**config.mk**
```make
export PLATFORM = sky130hd
export DESIGN_NAME = fetch_stage
export DESIGN_NICKNAME = d
export VERILOG_FILES = /design/src/rtl/fetch_stage_pkg.sv /design/src/rtl/fetch_stage_pc_register.sv /design/src/rtl/fetch_stage.sv
export SDC_FILE = /design/constraint.sdc
export NUM_CORES = 1
export LEC_CHECK = 0
export CAP_MARGIN = 5
export CELL_PAD_IN_SITES_DETAIL_PLACEMENT = 1
export CELL_PAD_IN_SITES_GLOBAL_PLACEMENT = 1
export CORE_MARGIN = 2
export CORE_UTILIZATION = 30
export DETAILED_ROUTE_END_ITERATION = 7
export GPL_TIMING_DRIVEN = 0
export PLACE_DENSITY_LB_ADDON = 0.1
export SLEW_MARGIN = 20
export SYNTH_ARGS = -nofsm -noshare
export SYNTH_HDL_FRONTEND = slang
export SYNTH_SLANG_ARGS = --single-unit
export TNS_END_PERCENT = 5
```
**constraint.sdc**
```tcl
create_clock -name i_Clock -period 3.2 [get_ports i_Clock]
set_input_delay 0.64 -clock i_Clock [delete_from_list [all_inputs] [get_ports i_Clock]]
set_output_delay 0.64 -clock i_Clock [all_outputs]
set_load 0.02 [all_outputs]
```
**src/rtl/fetch_stage_pkg.sv**
```systemverilog
`default_nettype none
// ============================================================================
// Module   : fetch_stage_pkg
// Purpose  : Shared core definitions for the instruction-fetch stage.
//            - NOP_INST         : canonical bubble instruction (addi x0,x0,0)
//            - INST_BYTES       : byte stride between sequential instructions
//            - fetch_state_e    : fetch sequencer states
//            - ifid_op_e        : per-cycle action on the IF/ID register
//            - is_word_aligned  : instruction-alignment test on address bits
// Revision : 1.0 - initial release
// ============================================================================
package fetch_stage_pkg;

  localparam logic [31:0] NOP_INST   = 32'h0000_0013;
  localparam int unsigned INST_BYTES = 4;

  typedef enum logic [1:0] {
    ST_START = 2'd0,
    ST_RUN   = 2'd1,
    ST_HALT  = 2'd2
  } fetch_state_e;

  typedef enum logic [1:0] {
    IFID_HOLD    = 2'd0,
    IFID_CAPTURE = 2'd1,
    IFID_BUBBLE  = 2'd2
  } ifid_op_e;

  function automatic logic is_word_aligned(input logic [1:0] low_bits);
    return (low_bits == 2'b00);
  endfunction

endpackage
`default_nettype wire

```
**src/rtl/fetch_stage_pc_register.sv**
```systemverilog
`default_nettype none
// ============================================================================
// Module   : pc_register
// Purpose  : Program counter with its next-PC mux. Load has priority over
//            advance; with neither asserted the PC holds. Sequential
//            advance wraps modulo 2^ADDR_WIDTH.
// Ports    : i_Clock    - clock, rising edge
//            i_Reset    - asynchronous active-high reset (PC <= RESET_ADDR)
//            i_Load     - load i_LoadAddr into the PC
//            i_Advance  - step the PC by one instruction
//            i_LoadAddr - redirect address
//            o_Pc       - current PC
// Revision : 1.0 - initial release
// ============================================================================
module pc_register
  import fetch_stage_pkg::*;
#(
  parameter int                    ADDR_WIDTH = 32,
  parameter logic [ADDR_WIDTH-1:0] RESET_ADDR = '0
) (
  input  logic                  i_Clock,
  input  logic                  i_Reset,
  input  logic                  i_Load,
  input  logic                  i_Advance,
  input  logic [ADDR_WIDTH-1:0] i_LoadAddr,
  output logic [ADDR_WIDTH-1:0] o_Pc
);

  localparam logic [ADDR_WIDTH-1:0] c_PC_STEP = ADDR_WIDTH'(INST_BYTES);

  logic [ADDR_WIDTH-1:0] r_Pc;
  logic [ADDR_WIDTH-1:0] w_PcNext;

  always_comb begin
    w_PcNext = r_Pc;
    if (i_Load) begin
      w_PcNext = i_LoadAddr;
    end else if (i_Advance) begin
      // Natural overflow of the adder gives the silent wrap to 0.
      w_PcNext = r_Pc + c_PC_STEP;
    end
  end

  always_ff @(posedge i_Clock or posedge i_Reset) begin
    if (i_Reset) begin
      r_Pc <= RESET_ADDR;
    end else begin
      r_Pc <= w_PcNext;
    end
  end

  assign o_Pc = r_Pc;

endmodule
`default_nettype wire

```
**src/rtl/fetch_stage.sv**
```systemverilog
`default_nettype none
// ============================================================================
// Module   : fetch_stage
// Purpose  : Single-cycle instruction fetch from a combinational instruction
//            memory into the IF/ID pipeline register. A START cycle follows
//            reset, then RUN fetches sequentially, honouring stall, flush
//            and branch redirect. A branch to a non-word-aligned target
//            raises a sticky fault and parks the stage in HALT until reset.
// Ports    : i_Clock        - clock, rising edge
//            i_Reset        - asynchronous active-high reset
//            o_MemAddr      - instruction memory address (= PC)
//            i_MemData      - instruction word at o_MemAddr, same cycle
//            i_Stall        - hold PC and IF/ID
//            i_Flush        - replace IF/ID contents with a bubble
//            i_BranchTaken  - redirect PC to i_BranchTarget
//            i_BranchTarget - redirect address
//            o_Inst         - IF/ID instruction
//            o_PC           - IF/ID PC of o_Inst
//            o_Valid        - o_Inst/o_PC hold a real instruction
//            o_Fault        - sticky misaligned-branch-target fault
// Revision : 1.0 - initial release
// ============================================================================
module fetch_stage
  import fetch_stage_pkg::*;
#(
  parameter int                    DATA_WIDTH = 32,
  parameter int                    ADDR_WIDTH = 32,
  parameter logic [ADDR_WIDTH-1:0] RESET_ADDR = '0
) (
  input  logic                  i_Clock,
  input  logic                  i_Reset,
  output logic [ADDR_WIDTH-1:0] o_MemAddr,
  input  logic [DATA_WIDTH-1:0] i_MemData,
  input  logic                  i_Stall,
  input  logic                  i_Flush,
  input  logic                  i_BranchTaken,
  input  logic [ADDR_WIDTH-1:0] i_BranchTarget,
  output logic [DATA_WIDTH-1:0] o_Inst,
  output logic [ADDR_WIDTH-1:0] o_PC,
  output logic                  o_Valid,
  output logic                  o_Fault
);

  localparam logic [DATA_WIDTH-1:0] c_NOP = DATA_WIDTH'(NOP_INST);

  fetch_state_e          r_State;
  fetch_state_e          w_StateNext;
  ifid_op_e              w_IfidOp;
  logic                  w_PcLoad;
  logic                  w_PcAdvance;
  logic                  w_SetFault;
  logic [ADDR_WIDTH-1:0] w_Pc;

  logic [DATA_WIDTH-1:0] r_Inst;
  logic [ADDR_WIDTH-1:0] r_IfPc;
  logic                  r_Valid;
  logic                  r_Fault;

  // --------------------------------------------------------------------------
  // Program counter
  // --------------------------------------------------------------------------
  pc_register #(
    .ADDR_WIDTH (ADDR_WIDTH),
    .RESET_ADDR (RESET_ADDR)
  ) u_pc_register (
    .i_Clock    (i_Clock),
    .i_Reset    (i_Reset),
    .i_Load     (w_PcLoad),
    .i_Advance  (w_PcAdvance),
    .i_LoadAddr (i_BranchTarget),
    .o_Pc       (w_Pc)
  );

  assign o_MemAddr = w_Pc;

  // --------------------------------------------------------------------------
  // Fetch sequencer: state register
  // --------------------------------------------------------------------------
  always_ff @(posedge i_Clock or posedge i_Reset) begin
    if (i_Reset) begin
      r_State <= ST_START;
    end else begin
      r_State <= w_StateNext;
    end
  end

  // --------------------------------------------------------------------------
  // Fetch sequencer: next state and datapath controls
  // --------------------------------------------------------------------------
  always_comb begin
    w_StateNext = r_State;
    w_PcLoad    = 1'b0;
    w_PcAdvance = 1'b0;
    w_SetFault  = 1'b0;
    w_IfidOp    = IFID_HOLD;

    case (r_State)
      // One idle cycle after reset; inputs are not acted upon here.
      ST_START: begin
        w_StateNext = ST_RUN;
      end

      ST_RUN: begin
        if (i_BranchTaken) begin
          // Branch overrides stall; the wrong-path word is never captured.
          w_IfidOp = IFID_BUBBLE;
          if (is_word_aligned(i_BranchTarget[1:0])) begin
            w_PcLoad = 1'b1;
          end else begin
            w_SetFault  = 1'b1;
            w_StateNext = ST_HALT;
          end
        end else begin
          w_PcAdvance = !i_Stall;
          if (i_Flush) begin
            w_IfidOp = IFID_BUBBLE;
          end else if (!i_Stall) begin
            w_IfidOp = IFID_CAPTURE;
          end
        end
      end

      // Keep re-asserting the bubble so IF/ID stays empty while parked.
      ST_HALT: begin
        w_IfidOp = IFID_BUBBLE;
      end

      // Unreachable encoding: park safely rather than fetch garbage.
      default: begin
        w_StateNext = ST_HALT;
        w_IfidOp    = IFID_BUBBLE;
      end
    endcase
  end

  // --------------------------------------------------------------------------
  // IF/ID pipeline register. o_PC is left untouched by a bubble.
  // --------------------------------------------------------------------------
  always_ff @(posedge i_Clock or posedge i_Reset) begin
    if (i_Reset) begin
      r_Inst  <= c_NOP;
      r_IfPc  <= '0;
      r_Valid <= 1'b0;
    end else begin
      case (w_IfidOp)
        IFID_CAPTURE: begin
          r_Inst  <= i_MemData;
          r_IfPc  <= w_Pc;
          r_Valid <= 1'b1;
        end
        IFID_BUBBLE: begin
          r_Inst  <= c_NOP;
          r_Valid <= 1'b0;
        end
        default: begin
          r_Inst  <= r_Inst;
          r_IfPc  <= r_IfPc;
          r_Valid <= r_Valid;
        end
      endcase
    end
  end

  // Sticky until reset.
  always_ff @(posedge i_Clock or posedge i_Reset) begin
    if (i_Reset) begin
      r_Fault <= 1'b0;
    end else if (w_SetFault) begin
      r_Fault <= 1'b1;
    end
  end

  assign o_Inst  = r_Inst;
  assign o_PC    = r_IfPc;
  assign o_Valid = r_Valid;
  assign o_Fault = r_Fault;

endmodule
`default_nettype wire

```
==> reports/results.ini, run 1 <==
[sta]
fmax_mhz=337.3
rsz_0062_raised_after_global_routing=no
timing.clock.skew_ns=0.006064
post-route-min-period_ns=2.965
hold_viol=0
totalNegativeSetupSlack_ns=0
holdWs_ns=0.4957
timing.slew.headroom=0.5156
slew_of_the_pin_with_the_lowest_slew_margin_ns=0.7212
final_setup_violating_endpoints=0
timing.final.crit_share=0.9266
maxSlewViolCount=0

[global_routing]
grt_antenna_before_repair=0
grt_util_met2=0.2866
total_global_routing_overflow=0
grt_pass1_wl_um=20220
grt_most_used_layer=met2
grtUsageMet1=0.2237
grt_start_max_net_pins=31
globalRouteTotalUtil=0.1747
first_global_vias=3838
met3_grt_util=0.04554

[synth]
syn_nets=432
seq_area_frac_synth=0.5924
yosys.cell_types.count=32
synth.yosys.warnings=0
yosys_top_cell_area_share=0.5738
synth_enable_flop_cells=0
syn_area_per_cell_um2=11.78
synth.top_cells.by_area=sky130_fd_sc_hd__dfrtp_1, sky130_fd_sc_hd__mux2_2, sky130_fd_sc_hd__a22o_1, sky130_fd_sc_hd__xor2_1, sky130_fd_sc_hd__nand2_1
postSynth.topFlopCell=sky130_fd_sc_hd__dfrtp_1
netlist_instances=359
synth_register_bits=100
synth.most_common_cell=sky130_fd_sc_hd__dfrtp_1
yosys-top-cells-count=sky130_fd_sc_hd__dfrtp_1, sky130_fd_sc_hd__nand2_1, sky130_fd_sc_hd__mux2_2, sky130_fd_sc_hd__a22o_1, sky130_fd_sc_hd__o21ai_0
netlist.top_cell.by_area=sky130_fd_sc_hd__dfrtp_1
postSynth.asyncResetShare=1.000
synthesis.area_um2=4230

[floorplan]
die_area_um2=15070
initial_core_util=0.3059
area_of_the_core_region_um2=13830
die_h_um=122.7
floorplan.rows=43
die_width_um=122.7
floorplan.io_pins=167

[routing]
routed_via_density=4.867
total_length_of_routed_wires_um=12690
drt_drc_violations_left=0
drtIter0Drc=125
routedWlPerCell_um=17.53
dr_total_vias=3524
detail-route-antenna-nets=0
detailedRoute.firstPassIterationCount=4

[layout]
fraction_of_layout_instances_using_a_drive_strength_above_1=0.1232
layout.filler_cells=1498
antenna_diode_instance_count=0
layout-area-overhead-vs-synth_pct=54.21
num-nets-final=612
instances_no_fill=724
postLayoutCoreUtil=0.4718

[clock_tree]
cts_made_buffers=9
cts_tree=yes
cts_root_buffer=sky130_fd_sc_hd__clkbuf_16
clock_latency_ns=0.35
max_h_tree_level=3
post_cts_hold_buffer_count=0
clk_pin_slew_worst_paths_ns=0.07
maximum_clock_insertion_buffer_count=2
cts.repair_timing.setup_buffer_count=0
clock_sinks=100

[worst_setup_path]
crit_required_ns=3.48
timing.critical_path.to_type=flop
ff2ff_setup_slack_ns=0.65
r2r_start=r_State[1]
critPathKind=in2reg
crit_path_max_fanout=10
startpoint_kind_of_the_worst_setup_timing_path=input pin
timing.rr.end=o_Inst[2]
cp.arrival_ns=3.25
timing.reg2reg.worst_path_depth=6

[job]
max_cap_violations=0

[placement]
place.detailed.instances=708
dp.final_hpwl_um=9458
buffer_ports.inserted=166
gp_congestion=0.7050

[power_and_ir_drop]
static-leakage-power_nw=2.764
irDropWorstVdd_v=0.0002380
power.density_cell_area_nw_per_um2=567.3

[hold_path]
min-delay-path-class=reg2reg
holdCritStartpoint=o_Inst[1]
hold_path_depth=2
destination_of_the_worst_hold_path=o_Inst[1]

[status]
run_status=complete, no violations

-- state kept, by name, indices dropped and copies added (netlist names) --
register / flops
o_Inst: 32
o_PC: 32
u_pc_register.o_Pc: 32
r_State: 2
o_Fault: 1
o_Valid: 1
-- repair_timing --
item / CTS / global route
endpoints found under the setup margin: 20 / 50
gates resized for setup: 1 / 6
pin swaps: 0 / 0
-- report_power, final --
part	internal, mW	leakage (nW)	switching (mW)
clock network	0.686	0.149	0.495
registers	1.43	1.35	0.199
logic	0.458	1.27	0.437
-- worst max-delay path, stage by stage --
cell and delay [ns]:
sky130_fd_sc_hd__clkdlybuf4s50_1 0.53, sky130_fd_sc_hd__or4b_4 0.61, sky130_fd_sc_hd__nor2_1 0.17, sky130_fd_sc_hd__ha_1 0.24, sky130_fd_sc_hd__clkbuf_1 0.39, sky130_fd_sc_hd__buf_1 0.43, sky130_fd_sc_hd__a22o_1 0.23
-- cell type report --
class / count / area (um2) / share of cell area
buffer: 17 / 70.07 / 0.01074
clock buffer: 10 / 229.0 / 0.03510
clock inverter: 6 / 88.84 / 0.01362
inverter: 4 / 18.77 / 0.002877
multi-input combinational: 238 / 1657 / 0.2539
sequential: 100 / 2506 / 0.3842
tap: 180 / 225.2 / 0.03452
timing repair buffer: 169 / 1729 / 0.2651
-- stage by stage --
| step | total power, mW | instance area [um2] | setup slack, ns |
|---|---|---|---|
| floorplan | 2.016 | 4234 | 0.6818 |
| global placement | 2.514 | 6121 | -0.3363 |
| detailed placement | 2.548 | 6188 | -0.4543 |
| CTS | 3.750 | 6509 | 0.01639 |
| global route | 3.878 | 6524 | 0.003255 |
| finish | 3.701 | 6524 | 0.2349 |
-- worst max-delay path by stage --
stage,startpoint,to,slack [ns]
floorplan,i_BranchTaken,o_Inst[10],0.68
detailed placement,i_BranchTaken,o_Inst[10],-0.45
global route,i_BranchTaken,o_Valid,0.003
finish,i_BranchTaken,o_Inst[2],0.23
CTS,i_BranchTaken,o_PC[7],0.02
global placement,i_BranchTaken,o_Inst[16],-0.34
-- kinds of logic after synthesis --
kind of cell | Yosys count | synth area share
AND/OR/NAND/NOR | 108 | 0.1290
multiplexers | 32 | 0.08518
XOR/XNOR | 26 | 0.05383
adder cells (fa/ha/maj) | 4 | 0.01183
flip-flops | 100 | 0.5924
buffers and inverters | 21 | 0.01893
AO/OA/AOI/OAI | 68 | 0.1088
-- per-layer routing --
metal  share of wire  wire length [um]  vias up
met4           0.013               170        0
li1                -                 -     1631
met1            0.43              5516     1785
met2            0.49              6224       96
met5               0                 0        -
met3           0.061               780       12
-- cell usage in the layout, fill, tap and decap left out, types with 3 or more instances in the layout --
master                            Yosys  final
sky130_fd_sc_hd__o21ai_0             28     28
sky130_fd_sc_hd__nor3_1               4      3
sky130_fd_sc_hd__nand2_1             45     45
sky130_fd_sc_hd__mux2_2              32     32
sky130_fd_sc_hd__dfstp_2              3      3
sky130_fd_sc_hd__nand4_1             12     12
sky130_fd_sc_hd__xnor2_1              4      4
sky130_fd_sc_hd__nor2_1              13     12
sky130_fd_sc_hd__clkdlybuf4s50_1      0    166
sky130_fd_sc_hd__clkbuf_1            12     12
sky130_fd_sc_hd__clkbuf_16            0      9
sky130_fd_sc_hd__nand3_1             15     15
sky130_fd_sc_hd__clkbuf_2             0      4
sky130_fd_sc_hd__o21ai_1              5      5
sky130_fd_sc_hd__a22o_1              28     28
sky130_fd_sc_hd__inv_1                4      3
sky130_fd_sc_hd__and3_1               6      6
sky130_fd_sc_hd__and4_1               3      3
sky130_fd_sc_hd__ha_1                 4      4
sky130_fd_sc_hd__clkinvlp_4           0      3
sky130_fd_sc_hd__xor2_1              22     22
sky130_fd_sc_hd__and2_1               3      3
sky130_fd_sc_hd__dfrtp_1             97     97
(Power assumes the default switching activity.)
==> run 2: changes to the inputs <==
Settings changed: CORE_ASPECT_RATIO set to 0.8, CORE_MARGIN 2 to unset.
==> run 2 against run 1 <==
Against the previous run: core utilization is 0.48 points higher; critical endpoint is now o_Inst[12]; sequential cell count stayed put; largest cell class unchanged; highest routed layer unchanged; combinational power fell by 1%.
==> reports/results.ini, run 2 (synthesized netlist as in run 1, its figures left out) <==
[floorplan]
floorplan.rows=38  ; -12%
die_width_um=134.8  ; +9.8%
die_area_um2=14580  ; -3.2%
floorplan.io_pins=167  ; unchanged
initial_core_util=0.3100  ; +0.004068
area_of_the_core_region_um2=13650  ; -1.3%
die_h_um=108.2  ; -12%

[hold_path]
min-delay-path-class=reg2reg
hold_path_depth=1  ; -1
destination_of_the_worst_hold_path=o_Fault
holdCritStartpoint=o_Fault

[global_routing]
grt_start_max_net_pins=30  ; -3.2%
globalRouteTotalUtil=0.1789  ; +0.004184
grt_antenna_before_repair=0  ; unchanged
grt_pass1_wl_um=19620  ; -3.0%
total_global_routing_overflow=0  ; unchanged
first_global_vias=3574  ; -6.9%

[sta]
post-route-min-period_ns=3.012  ; +0.04654 ns
finalWorstSetupSlack_ns=0.1884  ; -0.04654 ns
maxSlewViolCount=0  ; unchanged
timing.slew.headroom=0.5062  ; -0.009418
timing.clock.skew_ns=0.008112  ; +0.002049 ns
fmax_mhz=332.0  ; -1.5%
final_setup_violating_endpoints=0  ; unchanged
timing.final.crit_share=0.9411  ; +0.01454
hold_viol=0  ; unchanged
slew_of_the_pin_with_the_lowest_slew_margin_ns=0.7352  ; +0.01402 ns
rsz_0062_raised_after_global_routing=yes

[worst_setup_path]
timing.critical_path.to_type=flop
r2r_start=r_State[1]
timing.rr.end=o_Inst[12]
ff2ff_setup_slack_ns=0.60  ; -0.05 ns
cp.arrival_ns=3.29  ; +0.04 ns
timing.reg2reg.worst_path_depth=7  ; +1
critPathKind=in2reg
startpoint_kind_of_the_worst_setup_timing_path=input pin
crit_path_max_fanout=10  ; unchanged
crit_required_ns=3.48  ; about the same

[clock_tree]
clock_sinks=100  ; unchanged
post_cts_hold_buffer_count=0  ; unchanged
maximum_clock_insertion_buffer_count=2  ; unchanged
clock_latency_ns=0.35  ; about the same
clk_pin_slew_worst_paths_ns=0.07  ; about the same
cts_tree=yes
cts_made_buffers=9  ; unchanged
cts_root_buffer=sky130_fd_sc_hd__clkbuf_16
max_h_tree_level=3  ; unchanged

[routing]
routed_via_density=4.818  ; -1.0%
detail-route-antenna-nets=0  ; unchanged
dr_total_vias=3488  ; -1.0%
total_length_of_routed_wires_um=12430  ; -2.0%
drtIter0Drc=147  ; +18%
detailedRoute.firstPassIterationCount=4  ; unchanged
drt_drc_violations_left=0  ; unchanged
routedWlPerCell_um=17.17  ; -2.0%

[power_and_ir_drop]
power.density_cell_area_nw_per_um2=565.0  ; -0.39%
irDropWorstVdd_v=0.0003205  ; +35%
static-leakage-power_nw=2.761  ; about the same

[layout]
layout-area-overhead-vs-synth_pct=53.74
layout.cells.most_common=sky130_fd_sc_hd__clkdlybuf4s50_1
antenna_diode_instance_count=0  ; unchanged
num-nets-final=612  ; unchanged
postLayoutCoreUtil=0.4766  ; +0.004805
stdcell_area_um2=6504  ; -0.31%
fraction_of_layout_instances_using_a_drive_strength_above_1=0.1195  ; -0.003676
layout.filler_cells=1443  ; -3.7%
mostFrequentLayoutCells=sky130_fd_sc_hd__clkdlybuf4s50_1, sky130_fd_sc_hd__dfrtp_1, sky130_fd_sc_hd__nand2_1

[placement]
placement.cell_area_um2=6181  ; -0.12%
dp.final_hpwl_um=9341  ; -1.2%
gp_congestion=0.6992  ; -0.82%
dp_slack_ns=-0.3810  ; +0.07324 ns
buffer_ports.inserted=166  ; unchanged

[status]
run_status=complete, no violations

[job]
max_cap_violations=0  ; unchanged

[run 2: worst max-delay path, cell delays in order]
cell and delay (ns):
sky130_fd_sc_hd__clkdlybuf4s50_1 0.53, sky130_fd_sc_hd__or4b_4 0.61, sky130_fd_sc_hd__nor2_1 0.17, sky130_fd_sc_hd__inv_1 0.08, sky130_fd_sc_hd__ha_1 0.27, sky130_fd_sc_hd__nor2_2 0.35
sky130_fd_sc_hd__clkbuf_1 0.43, sky130_fd_sc_hd__a22o_1 0.21
[run 2: routing by layer]
metal	wire length, um	vias to the layer above	global-route usage
li1	-	1636	-
met1	5853	1746	0.2447
met2	5632	89	0.2669
met3	704	17	0.05485
met4	243	0	0.06260
met5	0	-	0
[run 2: power breakdown]
group | leakage, nW | switching (mW) | internal (mW)
clock | 0.153 | 0.479 | 0.685
sequential | 1.35 | 0.202 | 1.43
combinational | 1.26 | 0.428 | 0.456
[run 2: worst max-delay path by stage]
stage / from / end / cells after the start
final: i_BranchTaken / o_Inst[12] / 8
after global placement: i_BranchTaken / o_Inst[14] / 8
after global routing: i_BranchTaken / o_Inst[3] / 8
after CTS: i_BranchTaken / o_PC[28] / 7
after detailed placement: i_BranchTaken / o_Inst[7] / 8
after floorplan: i_BranchTaken / o_Inst[10] / 7
[run 2: what timing repair did]
action                                  in CTS  in global routing
gates cloned                                 0                  0
buffers inserted                             0                  0
endpoints found under the setup margin      20                 41
gates resized for setup                      1                  4
[run 2: layout make-up]
| type | instances | area (um2) | share of cell area |
|---|---|---|---|
| clock inverters | 5 | 78.83 | 0.01212 |
| inverters | 4 | 18.77 | 0.002886 |
| plain buffers | 17 | 68.82 | 0.01058 |
| clock buffers | 11 | 232.7 | 0.03578 |
| multi-input cells | 238 | 1652 | 0.2539 |
| well taps | 180 | 225.2 | 0.03463 |
| repair buffers | 169 | 1722 | 0.2647 |
| flip-flops and latches | 100 | 2506 | 0.3853 |
[run 2: stage by stage]
| stage | power [mW] | std cells | TNS (ns) | hold slack, ns |
|---|---|---|---|---|
| CTS | 3.736 | 724 | 0 | 0.4928 |
| global route | 3.862 | 724 | -0.2407 | 0.5110 |
| detailed placement | 2.545 | 708 | -17.05 | 0.4624 |
| global placement | 2.515 | 705 | -13.82 | 0.4562 |
| floorplan | 2.016 | 359 | 0 | 0.5195 |
| finish | 3.675 | 724 | 0 | 0.4879 |
